<file path="src/rtl/mux_tree_pkg.sv">
// Shared constants and elaboration helpers for the pipelined N:1 mux tree.
package mux_tree_pkg;

    localparam int CNT_W = 16;
    localparam logic [CNT_W-1:0] CNT_MAX = '1;

    function automatic bit is_pow2(input int n);
        return (n >= 2) && ((n & (n - 1)) == 0);
    endfunction

endpackage

</file>
<file path="src/rtl/mux_tree_stage.sv">
// One registered 2:1 level of the mux tree; the full channel index rides along
// with each word and this level steers on bit (SEL_W - SEL_LEFT) of it.
module mux_tree_stage #(
    parameter int WIDTH    = 4,
    parameter int IN_CH    = 4,
    parameter int SEL_LEFT = 2,
    parameter int SEL_W    = 2
) (
    input  logic                          clk,
    input  logic                          rst,
    input  logic                          en,
    input  logic [IN_CH*WIDTH-1:0]        in_data,
    input  logic [SEL_W-1:0]              in_sel,
    input  logic                          in_valid,
    output logic [(IN_CH/2)*WIDTH-1:0]    out_data,
    output logic [SEL_W-1:0]              out_sel,
    output logic                          out_valid
);

    localparam int OUT_CH = IN_CH / 2;
    localparam int BIT    = SEL_W - SEL_LEFT;

    logic [OUT_CH*WIDTH-1:0] nxt;

    always_comb begin
        nxt = '0;
        for (int k = 0; k < OUT_CH; k++)
            nxt[k*WIDTH +: WIDTH] = in_sel[BIT] ? in_data[(2*k+1)*WIDTH +: WIDTH]
                                                : in_data[(2*k)*WIDTH +: WIDTH];
    end

    always_ff @(posedge clk or posedge rst) begin
        if (rst) begin
            out_data  <= '0;
            out_sel   <= '0;
            out_valid <= 1'b0;
        end else if (en) begin
            out_data  <= nxt;
            out_sel   <= in_sel;
            out_valid <= in_valid;
        end
    end

endmodule

</file>
<file path="src/rtl/mux_tree_pipe.sv">
// Pipelined N:1 word mux with valid/ready back-pressure and round-robin scan.
// Define MUX_CNT_EN to build the saturating delivered-beat counter.
module mux_tree_pipe
    import mux_tree_pkg::*;
#(
    parameter int WIDTH  = 4,
    parameter int NUM_CH = 4,
    parameter int SEL_W  = $clog2(NUM_CH)
) (
    input  logic                    clk,
    input  logic                    rst,
    input  logic [NUM_CH*WIDTH-1:0] in_data,
    input  logic [SEL_W-1:0]        in_sel,
    input  logic                    in_valid,
    output logic                    in_ready,
    input  logic                    auto_mode,
    output logic [WIDTH-1:0]        out_data,
    output logic [SEL_W-1:0]        out_ch,
    output logic                    out_valid,
    input  logic                    out_ready,
    output logic [CNT_W-1:0]        beat_cnt
);

    localparam int LEVELS = SEL_W;

    if (!is_pow2(NUM_CH)) begin : g_bad_cfg
        $error("mux_tree_pipe: NUM_CH must be a power of two >= 2");
    end

    logic                          adv, accept;
    logic [SEL_W-1:0]              rr_ptr;
    logic [LEVELS:0]               vld_pipe;
    logic [LEVELS:0][SEL_W-1:0]    sel_pipe;
    // Outputs of every level packed back to back, level 0 at the bottom.
    logic [(NUM_CH-1)*WIDTH-1:0]   tree_d;

    // One global enable: the whole tree slips together or holds together.
    assign adv      = !out_valid || out_ready;
    assign in_ready = adv;
    assign accept   = in_valid && adv;

    assign vld_pipe[0] = accept;
    assign sel_pipe[0] = auto_mode ? rr_ptr : in_sel;

    always_ff @(posedge clk or posedge rst) begin
        if (rst)
            rr_ptr <= '0;
        else if (accept && auto_mode)
            rr_ptr <= rr_ptr + 1'b1;
    end

    for (genvar i = 0; i < LEVELS; i++) begin : g_lvl
        localparam int IN_CH    = NUM_CH >> i;
        localparam int OFF_OUT  = (NUM_CH - (NUM_CH >> i)) * WIDTH;
        localparam int OFF_PREV = (i == 0) ? 0 : (NUM_CH - ((2 * NUM_CH) >> i)) * WIDTH;

        logic [IN_CH*WIDTH-1:0] d_in;

        if (i == 0) begin : g_src
            assign d_in = in_data;
        end else begin : g_src
            assign d_in = tree_d[OFF_PREV +: IN_CH*WIDTH];
        end

        mux_tree_stage #(
            .WIDTH    (WIDTH),
            .IN_CH    (IN_CH),
            .SEL_LEFT (SEL_W - i),
            .SEL_W    (SEL_W)
        ) u_stage (
            .clk       (clk),
            .rst       (rst),
            .en        (adv),
            .in_data   (d_in),
            .in_sel    (sel_pipe[i]),
            .in_valid  (vld_pipe[i]),
            .out_data  (tree_d[OFF_OUT +: (IN_CH/2)*WIDTH]),
            .out_sel   (sel_pipe[i+1]),
            .out_valid (vld_pipe[i+1])
        );
    end

    assign out_data  = tree_d[(NUM_CH-2)*WIDTH +: WIDTH];
    assign out_ch    = sel_pipe[LEVELS];
    assign out_valid = vld_pipe[LEVELS];

`ifdef MUX_CNT_EN
    logic [CNT_W-1:0] cnt_q;

    always_ff @(posedge clk or posedge rst) begin
        if (rst)
            cnt_q <= '0;
        else if (out_valid && out_ready && cnt_q != CNT_MAX)
            cnt_q <= cnt_q + 1'b1;
    end

    assign beat_cnt = cnt_q;
`else
    assign beat_cnt = '0;
`endif

endmodule
</file>
<file path="config.mk">
export PLATFORM = sky130hd
export DESIGN_NAME = mux_tree_pipe
export DESIGN_NICKNAME = d
export VERILOG_FILES = /design/src/rtl/mux_tree_pkg.sv /design/src/rtl/mux_tree_stage.sv /design/src/rtl/mux_tree_pipe.sv
export SDC_FILE = /design/constraint.sdc
export NUM_CORES = 1
export LEC_CHECK = 0
export BUFFER_PORTS_ARGS = -buffer_cell sky130_fd_sc_hd__buf_4
export CORE_MARGIN = 2
export CORE_UTILIZATION = 49
export CTS_CLUSTER_SIZE = 8
export DETAILED_ROUTE_END_ITERATION = 10
export GPL_ROUTABILITY_DRIVEN = 0
export PLACE_DENSITY_LB_ADDON = 0.08
export SKIP_LAST_GASP = 1
export SLEW_MARGIN = 25
export SYNTH_ARGS = -nofsm -noshare
export SYNTH_HDL_FRONTEND = slang
export SYNTH_HIERARCHICAL = 1
export SYNTH_SLANG_ARGS = --single-unit
</file>
<file path="constraint.sdc">
create_clock -name clk -period 2.8 [get_ports clk]
set_clock_uncertainty 0.15 [all_clocks]
set_input_delay 0.56 -clock clk [delete_from_list [all_inputs] [get_ports clk]]
set_output_delay 0.56 -clock clk [all_outputs]
set_load 0.03 [all_outputs]
</file>
==> metrics <==
CP Launch Type=register; min setup slack post-route=811 ps; final clock period utilization by the worst path=0.710; post-detail-place hpwl=1230 um; setup repair after global routing missed its margin=false; number of standard-cell rows in the floorplan=16; GRT Util Overall=0.153; Hold WS=328 ps; via/cell ratio=4.63; critical-path maximum fanout=34; post-layout minimum cycle time=1990 ps; Cell variety after synth=15; effective utilization at floorplan=0.533; number of standard cells after synthesis=95; clock root buffer=sky130_fd_sc_hd__clkbuf_4; Detail Route Antenna Nets=0; PD cells=923 nW/um2; total of warnings raised by yosys=6; post-cts repair resize count=0; count of max-cap constraint violations=0; TritonCTS Sinks=20; diode insertion count for antenna repair=0; clock transition time at the flip-flop clock pins of the worst setup and hold paths=110 ps; via count of the first global-routing pass=682; maximum buffer depth of the clock tree=2; number of I/O port buffers=30; core footprint=2000 um2; largest incremental delay on the critical path=430 ps; Crit path arrival time=1280 ps; DR DRC count=0; Inserted Clock Buffers=3; final hold vios=0; cell-by-cell trace of the critical path=nand2b_4 -> buf_4; status=complete, no violations; area of the mapped netlist=1070 um2; Post-Route Setup TNS=0 ps; min-delay src=rr_ptr[1]$_DFFE_PP0P_; required time reported for the critical path endpoint=2090 ps; logic depth of the worst register-to-register path=3; total setup buffers inserted after CTS=0; post-synthesis area per instance=11.2 um2; utilization after layout=0.628; category of cells accounting for the largest share of critical-path delay=flip-flops; number of buffers inserted for hold repair after clock tree synthesis=1; Die Area=2570 um2; sequential element share of the synthesized area=0.469; placement-stage worst setup slack=865 ps; gr ovfl total=0; Bufs and invs on worst path=1; critical register-to-register path startpoint=g_lvl[1].u_stage/out_valid$_DFFE_PP0P_; number of cells on the worst hold path=1; H-tree levels=1; Hold EP=rr_ptr[1]$_DFFE_PP0P_; total setup violations reported at the end of the flow=0; number of filler instances in the final layout=201; Max Clk Rate=0.503 GHz; final max-slew violation count=0; type of the worst min-delay path=register to register; antenna violations before repair=0; Worst Setup End Kind=output port; y dimension of the die=50.7 um; Critical R2R Capture=g_lvl[0].u_stage/out_valid$_DFFE_PP0P_; area used by sequential logic in the layout=500 um2; global-route wire length before repair=2980 um; Syn-to-layout area delta=17.7%; reg2reg setup slack=1350 ps; leakage=0.638 nW; FF+latch count, synth=20; final wirelength=1660 um; TritonRoute pass-1 iters=3; pin count of the biggest net entering global routing=35; share of cells above drive strength 1=0.363; worst-skew pair later-pin latency=290 ps; final routed wire length divided by cell count=11.0 um; class of the most critical setup path=register to output port; overall via count from detail_route=699; slowest library cell on the worst path=sky130_fd_sc_hd__dfrtp_1; number of violations reported at the end of detailed-routing iteration 0=4; footprint of the multi-input gates=439 um2; layout net count=148; count of pins on the block boundary=47; floorplan die width=50.7 um; VDD IR-drop max=0.462 mV; CTS tree=yes
==> worst max-delay path by stage <==
stage	startpoint	to	slack, ps	cells after the start
floorplan	auto_mode	g_lvl[0].u_stage/out_sel[0]$_DFFE_PP0P_	1260	3
global placement	out_ready	in_ready	860	3
detailed placement	out_ready	in_ready	870	3
CTS	g_lvl[1].u_stage/out_valid$_DFFE_PP0P_	in_ready	800	2
global route	g_lvl[1].u_stage/out_valid$_DFFE_PP0P_	in_ready	730	2
finish	g_lvl[1].u_stage/out_valid$_DFFE_PP0P_	in_ready	810	2
==> stage by stage <==
| step | instances | total power, mW | cell area (um2) |
|---|---|---|---|
| CTS | 151 | 1.18 | 1260 |
| floorplan | 110 | 0.906 | 1120 |
| global route | 151 | 1.25 | 1260 |
| finish | 151 | 1.16 | 1260 |
| global placement | 146 | 1.00 | 1210 |
| detailed placement | 146 | 1.01 | 1210 |
==> sequential cells by signal (all words and copies together), names as in the netlist <==
name / flops
g_lvl.u_stage/out_data: 12
g_lvl.u_stage/out_sel: 4
g_lvl.u_stage/out_valid: 2
rr_ptr: 2
==> power breakdown <==
part	total [mW]	switching, mW	leakage [nW]	internal, mW
Clock	0.161	0.0818	0.0210	0.0791
Combinational	0.502	0.274	0.386	0.227
Sequential	0.497	0.0869	0.231	0.410
==> cell type report <==
| cell class | instances | share of cell area |
|---|---|---|
| timing repair buffer | 31 | 0.187 |
| clock buffer | 4 | 0.0289 |
| inverter | 3 | 0.00896 |
| tap | 27 | 0.0269 |
| multi-input combinational | 66 | 0.350 |
| sequential | 20 | 0.398 |
==> metal layers <==
| layer | global-route usage | wire length (um) | vias up |
|---|---|---|---|
| li1 | - | - | 343 |
| met1 | 0.200 | 707 | 333 |
| met2 | 0.257 | 856 | 23 |
| met3 | 0.0327 | 100 | 0 |
| met4 | 0.0405 | 0 | 0 |
| met5 | 0 | 0 | - |
==> worst register-to-register path, stage by stage, from the launching register on <==
cell                       delay [ps]
sky130_fd_sc_hd__dfrtp_1          420
sky130_fd_sc_hd__nand2b_4         240
sky130_fd_sc_hd__and2_2           280
sky130_fd_sc_hd__mux2_2           250
==> kinds of logic (layout without fill, tap and decap cells) <==
family / after synthesis / in the layout / share of synthesized area
multiplexers: 20 / 20 / 0.204
AO/OA/AOI/OAI: 12 / 12 / 0.0563
XOR/XNOR: 2 / 2 / 0.0164
buffers and inverters: 24 / 38 / 0.172
other: 1 / 16 / 0.00351
AND/OR/NAND/NOR: 16 / 16 / 0.0785
flip-flops: 20 / 20 / 0.469
==> cell usage in the layout, fill, tap and decap left out <==
cell                            count
sky130_fd_sc_hd__clkbuf_4           3
sky130_fd_sc_hd__buf_4             30
sky130_fd_sc_hd__dlygate4sd3_1      1
sky130_fd_sc_hd__inv_1              3
sky130_fd_sc_hd__mux2_2             6
sky130_fd_sc_hd__conb_1            16
sky130_fd_sc_hd__a21oi_1           12
sky130_fd_sc_hd__mux2_4             2
sky130_fd_sc_hd__nor2_1            12
sky130_fd_sc_hd__mux2i_1           12
sky130_fd_sc_hd__nand4_2            1
sky130_fd_sc_hd__dfrtp_1           20
sky130_fd_sc_hd__nand3_1            1
sky130_fd_sc_hd__nand2b_4           1
sky130_fd_sc_hd__xnor2_1            2
sky130_fd_sc_hd__clkbuf_8           1
sky130_fd_sc_hd__and2_2             1
==> Yosys cell counts, drive strengths merged <==
library cell  instances  area share
buf                  21        0.16
dfrtp                20        0.47
a21oi                12       0.056
mux2i                12        0.11
nor2                 12       0.042
mux2                  8       0.091
inv                   3       0.011
xnor2                 2       0.016
and2                  1      0.0070
conb                  1      0.0035
nand2b                1       0.013
nand3                 1      0.0047
nand4                 1       0.012
No activity file was read; power rests on OpenSTA's default activity.
